--- config.mk ---
export PLATFORM = sky130hd
export DESIGN_NAME = load_store_unit
export DESIGN_NICKNAME = d
export VERILOG_FILES = /design/src/rtl/riscv_pkg.sv /design/src/rtl/lsu_align.sv /design/src/rtl/load_store_unit.sv
export SDC_FILE = /design/constraint.sdc
export NUM_CORES = 1
export LEC_CHECK = 0
export CAP_MARGIN = 25
export CORE_AREA = 2 2 181 94
export DETAILED_ROUTE_END_ITERATION = 10
export DIE_AREA = 0 0 183 96
export PLACE_DENSITY = 0.73
export SLEW_MARGIN = 30
export SYNTH_ARGS = -nofsm -noshare
export SYNTH_HDL_FRONTEND = slang
export SYNTH_HIERARCHICAL = 1
export SYNTH_SLANG_ARGS = --single-unit
--- constraint.sdc ---
create_clock -name clk -period 3.18 [get_ports clk]
set_input_delay 0.477 -clock clk [delete_from_list [all_inputs] [get_ports clk]]
set_output_delay 0.477 -clock clk [all_outputs]
set_load 0.02 [all_outputs]
--- src/rtl/riscv_pkg.sv ---
// Shared state encoding, funct3 codes and access-legality helper for the M-stage load/store unit.
package riscv_pkg;

    typedef enum logic [1:0] {
        IDLE,
        REQ,
        WAIT,
        DONE
    } lsu_state_t;

    localparam logic [2:0] F3_B  = 3'b000;
    localparam logic [2:0] F3_H  = 3'b001;
    localparam logic [2:0] F3_W  = 3'b010;
    localparam logic [2:0] F3_BU = 3'b100;
    localparam logic [2:0] F3_HU = 3'b101;

    // Unsigned variants only exist for loads; halves and words must be naturally aligned.
    function automatic logic lsuAccessLegal(input logic [2:0] funct3,
                                            input logic       isStore,
                                            input logic [1:0] offset);
        logic legal;
        legal = 1'b0;
        case (funct3)
            F3_B:    legal = 1'b1;
            F3_H:    legal = !offset[0];
            F3_W:    legal = (offset == 2'b00);
            F3_BU:   legal = !isStore;
            F3_HU:   legal = !isStore && !offset[0];
            default: legal = 1'b0;
        endcase
        return legal;
    endfunction

endpackage

--- src/rtl/lsu_align.sv ---
// Combinational lane logic: store byte enables and data replication, load byte/half extraction and extension.
module lsu_align
    import riscv_pkg::*;
(
    input  logic [2:0]  funct3_i,
    input  logic [1:0]  offset_i,
    input  logic [31:0] storeData_i,
    input  logic [31:0] loadWord_i,
    output logic [3:0]  be_o,
    output logic [31:0] wdata_o,
    output logic [31:0] loadData_o
);

    logic [7:0]  loadByte;
    logic [15:0] loadHalf;

    always_comb begin
        be_o    = 4'b0000;
        wdata_o = 32'h0;
        case (funct3_i[1:0])
            2'b00: begin
                be_o    = 4'b0001 << offset_i;
                wdata_o = {4{storeData_i[7:0]}};
            end
            2'b01: begin
                be_o    = offset_i[1] ? 4'b1100 : 4'b0011;
                wdata_o = {2{storeData_i[15:0]}};
            end
            2'b10: begin
                be_o    = 4'b1111;
                wdata_o = storeData_i;
            end
            default: begin
                be_o    = 4'b0000;
                wdata_o = 32'h0;
            end
        endcase
    end

    assign loadByte = loadWord_i[{offset_i, 3'b000} +: 8];
    assign loadHalf = loadWord_i[{offset_i[1], 4'b0000} +: 16];

    always_comb begin
        loadData_o = 32'h0;
        case (funct3_i)
            F3_B:    loadData_o = {{24{loadByte[7]}}, loadByte};
            F3_H:    loadData_o = {{16{loadHalf[15]}}, loadHalf};
            F3_W:    loadData_o = loadWord_i;
            F3_BU:   loadData_o = {24'h0, loadByte};
            F3_HU:   loadData_o = {16'h0, loadHalf};
            default: loadData_o = 32'h0;
        endcase
    end

endmodule

--- src/rtl/load_store_unit.sv ---
// M-stage load/store engine: valid/ready data-memory port, pipeline stall, access-error flag and the
// MEM/WB load-data register.
module load_store_unit
    import riscv_pkg::*;
#(
    parameter int ADDR_W = 32,
    parameter int DATA_W = 32
) (
    input  logic              clk,
    input  logic              rst_n,
    input  logic              MemReadM,
    input  logic              MemWriteM,
    input  logic [2:0]        Funct3M,
    input  logic [ADDR_W-1:0] ALUResultM,
    input  logic [DATA_W-1:0] WriteDataM,
    output logic              StallLSU,
    output logic              AccessErrM,
    output logic              dmem_req_valid,
    input  logic              dmem_req_ready,
    output logic              dmem_we,
    output logic [3:0]        dmem_be,
    output logic [ADDR_W-1:0] dmem_addr,
    output logic [DATA_W-1:0] dmem_wdata,
    input  logic              dmem_rsp_valid,
    input  logic [DATA_W-1:0] dmem_rdata,
    output logic [DATA_W-1:0] ReadDataW
);

    lsu_state_t        state_q, state_d;
    logic [ADDR_W-1:0] addr_q;
    logic [2:0]        funct3_q;
    logic [DATA_W-1:0] storeData_q;
    logic              isStore_q;
    logic [DATA_W-1:0] loadData_q;
    logic [DATA_W-1:0] readDataW_q, readDataW_d;

    logic              access;
    logic              legal;
    logic              startAccess;
    logic              accessErr;
    logic              stall;
    logic              reqValid;
    logic              loadCapture;
    logic [3:0]        alignBe;
    logic [31:0]       alignWdata;
    logic [31:0]       alignLoad;

    assign access = MemReadM | MemWriteM;
    assign legal  = lsuAccessLegal(Funct3M, MemWriteM, ALUResultM[1:0]);

    always_comb begin
        state_d     = state_q;
        startAccess = 1'b0;
        accessErr   = 1'b0;
        stall       = 1'b0;
        reqValid    = 1'b0;
        loadCapture = 1'b0;
        case (state_q)
            IDLE: begin
                if (access && legal) begin
                    startAccess = 1'b1;
                    stall       = 1'b1;
                    state_d     = REQ;
                end else if (access) begin
                    accessErr = 1'b1;
                end
            end
            REQ: begin
                stall    = 1'b1;
                reqValid = 1'b1;
                if (dmem_req_ready) begin
                    state_d = isStore_q ? DONE : WAIT;
                end
            end
            WAIT: begin
                stall = 1'b1;
                if (dmem_rsp_valid) begin
                    loadCapture = 1'b1;
                    state_d     = DONE;
                end
            end
            DONE: begin
                state_d = IDLE;
            end
            default: begin
                state_d = IDLE;
            end
        endcase
    end

    // DONE keeps the stall low so the pipeline advances; only a completed load reaches the W stage.
    assign readDataW_d = (state_q == DONE && !isStore_q) ? loadData_q : '0;

    always_ff @(posedge clk or negedge rst_n) begin
        if (!rst_n) begin
            state_q     <= IDLE;
            addr_q      <= '0;
            funct3_q    <= 3'b000;
            storeData_q <= '0;
            isStore_q   <= 1'b0;
            loadData_q  <= '0;
            readDataW_q <= '0;
        end else begin
            state_q <= state_d;
            if (startAccess) begin
                addr_q      <= ALUResultM;
                funct3_q    <= Funct3M;
                storeData_q <= WriteDataM;
                isStore_q   <= MemWriteM;
            end
            if (loadCapture) begin
                loadData_q <= alignLoad;
            end
            if (!stall) begin
                readDataW_q <= readDataW_d;
            end
        end
    end

    lsu_align u_align (
        .funct3_i   (funct3_q),
        .offset_i   (addr_q[1:0]),
        .storeData_i(storeData_q),
        .loadWord_i (dmem_rdata),
        .be_o       (alignBe),
        .wdata_o    (alignWdata),
        .loadData_o (alignLoad)
    );

    // The stall and error flags decode live inputs, so they are masked while reset is held.
    assign StallLSU       = rst_n & stall;
    assign AccessErrM     = rst_n & accessErr;
    assign dmem_req_valid = reqValid;
    assign dmem_we        = reqValid & isStore_q;
    assign dmem_be        = (reqValid && isStore_q) ? alignBe : 4'b0000;
    assign dmem_addr      = reqValid ? {addr_q[ADDR_W-1:2], 2'b00} : '0;
    assign dmem_wdata     = (reqValid && isStore_q) ? alignWdata : '0;
    assign ReadDataW      = readDataW_q;

endmodule

==> out/metrics.cfg <==
[cells_and_area]
area_growth_pct = 40.2
instances_no_fill = 1068
multi_input_area_sq_mm = 0.00334
layout.nets = 955
drive_above_1_share_pct = 20.4
regArea_sq_mm = 0.00335
postLayoutCoreUtil_pct = 62.2
stdcell_area_sq_mm = 0.00996
nFillCells = 1291

[synthesis]
syn_inst = 653
synth.area.top_cells = dfrtp_1 (47%), mux2_2 (18%), mux2i_1 (5.4%)
synth_top_area_share_pct = 47.2
muxShareOfSynthArea_pct = 24.4
synth.distinct_cells = 41
synth-simple-area-share_pct = 12.4
synthesis.area_sq_mm = 0.00710
synth_area_per_cell_sq_um = 10.9
ys_warn_count = 6
ys_ff_latch = 134
synth-edff-count = 0
synthAdderAreaFrac_pct = 1.06
synth_xor_area_share_pct = 0
synth_top_family_by_area = multiplexers
synthFlopType = dfrtp_1
synth_area_leader_cell = dfrtp_1
synth-compound-area-share_pct = 8.58
ys_seq_area_share_pct = 47.2
synthArstFlopShare_pct = 100

[setup_path]
rrSetupSlack_ps = 670
crit_start = funct3_q[0]
worstPathRequired_ps = 2700
start_kind = register
end_kind = primary output
worstPathArrival_ps = 2550
worstSetupPathType = reg -> out
path_max_fanout = 10
r2r_start = state_q[0]

[clock_network]
worstSkewPairLatency_ps = 420
cts_sinks = 134
cts_tree = done
cts_root_buf = clkbuf_16
cts.path.max_buffers = 2
clkTransAtPathRegs_ps = 60
cts_buffers = 17
htree_levels = 4

[sta]
drv_slew = 0
hold_ws_ps = 502
min_period_ps = 3030
post-route-period-util_pct = 95.3
max_freq_mhz = 330
finalClockSkew_ps = 11.7
tightest_slew_ps = 923
final.setup.tns_ps = 0
setup_viol = 0
finalHoldViolCount = 0
layout_setup_ws_ps = 151
slew_headroom_pct = 38.5
rsz0062_at_grt = no

[route]
routed_via_density = 5.37
drc = 0
first_pass_iters = 6
drt-total-wl_um = 20600
drt_iter0_markers = 489
wire_per_inst_um = 19.3
num_vias = 5737
ant_nets = 0

[placed_design]
io_buffer_count = 206
gp_congestion = 0.888
dpl.hpwl_um = 14900
dp_cells = 1034
placed_area_sq_mm = 0.00930
dp_slack_ps = 292

[floorplan]
pin_count = 209
die_area_sq_mm = 0.0176
coreArea_sq_mm = 0.0160
core.rowCount = 33
die_h_um = 96
die_x_um = 183
start_util_pct = 44.3

[global_route]
grt_overflow = 0
antenna_found_initial = 2
groute.usage.overall_pct = 24.1
grt_pass1_wl_um = 32200
grt_max_degree = 69
first_global_vias = 5818

[min_path]
hold_class = reg -> reg
min_from = addr_q[13]

[pwr]
cellPowerDensity_mw_per_mm2 = 1020
power_mw = 10.1
ir_drop_mv = 0.522
leakage_nw = 4.37

[status]
status = finished clean

[run]
maxCapViolCount = 0

## flip-flops by register name (all words and copies together), names as in the netlist
signal       cells
ReadDataW       32
addr_q          32
storeData_q     32
funct3_q         3
isStore_q        1
loadData_q      32
state_q          2
## what timing repair did
action                                  CTS  global route
buffers inserted                          0             0
endpoints found under the setup margin    0             3
endpoints found under the hold margin    28             0
gates resized for setup                   0             1
hold buffers                              1             0
## final timing paths
check                                        to  cells after the start
worst min register to register       addr_q[13]                      1
max in group asynchronous            state_q[0]                      3
worst max register to register  storeData_q[16]                      6
worst max-delay path             dmem_wdata[22]                      4
worst min-delay path                 addr_q[13]                      1
min in group asynchronous         ReadDataW[13]                      2
## critical path, cell delays in order, from the launching register on
cell and delay (ps):
dfrtp_1 500, nor2_1 640, a21o_1 200, and3_1 160
clkdlybuf4s50_1 620
## power by group
group          internal [mW]  switching (mW)  total, mW
Sequential              2.49           0.534       3.03
Combinational           2.41            2.60       5.01
Clock                   1.32           0.789       2.11
## synthesized netlist by cell type, types with 2 or more instances
cell	n
a21o_1	8
a21oi_1	21
a22oi_1	9
and2_1	39
and3_1	36
buf_1	4
buf_2	14
buf_4	3
buf_6	9
clkbuf_1	24
dfrtp_1	134
ha_1	6
inv_1	39
mux2_1	4
mux2_2	114
mux2i_1	38
nand2_1	48
nand3_1	16
nor2_1	7
nor2b_1	11
nor4_1	2
o211ai_1	16
o21ai_0	32
o22ai_1	2
## logic make-up after synthesis
logic type | after synthesis
adder cells (fa/ha/maj) | 6
multiplexers | 157
AO/OA/AOI/OAI | 98
buffers and inverters | 93
AND/OR/NAND/NOR | 164
other | 1
flip-flops | 134
## metal layers
| layer | global-route usage (%) | wire length, um | vias up |
|---|---|---|---|
| met1 | 33.8 | 9650 | 2816 |
| met5 | 0 | 9 | - |
| met2 | 34.9 | 8590 | 258 |
| met3 | 9.19 | 2130 | 24 |
| li1 | - | - | 2637 |
| met4 | 6.33 | 243 | 2 |
## area by class of cell
| type | instances | share of cell area (%) |
|---|---|---|
| repair buffers | 225 | 22.3 |
| well taps | 210 | 2.64 |
| clock buffers | 18 | 4.31 |
| flip-flops and latches | 134 | 33.7 |
| inverters | 39 | 1.47 |
| multi-input cells | 427 | 33.5 |
| clock inverters | 14 | 1.99 |
| diodes | 1 | 0.0251 |
## layout by cell type, fill, tap and decap left out, drive strengths merged, types with 8 or more instances in the layout
cell	instances
a21o	8
a21oi	21
a22oi	10
and2	39
and3	36
buf	19
clkbuf	18
clkdlybuf4s50	205
dfrtp	134
inv	42
mux2	118
mux2i	38
nand2	48
nand3	16
nor2b	11
o211ai	16
o21ai	33
(Power assumes the default switching activity.)
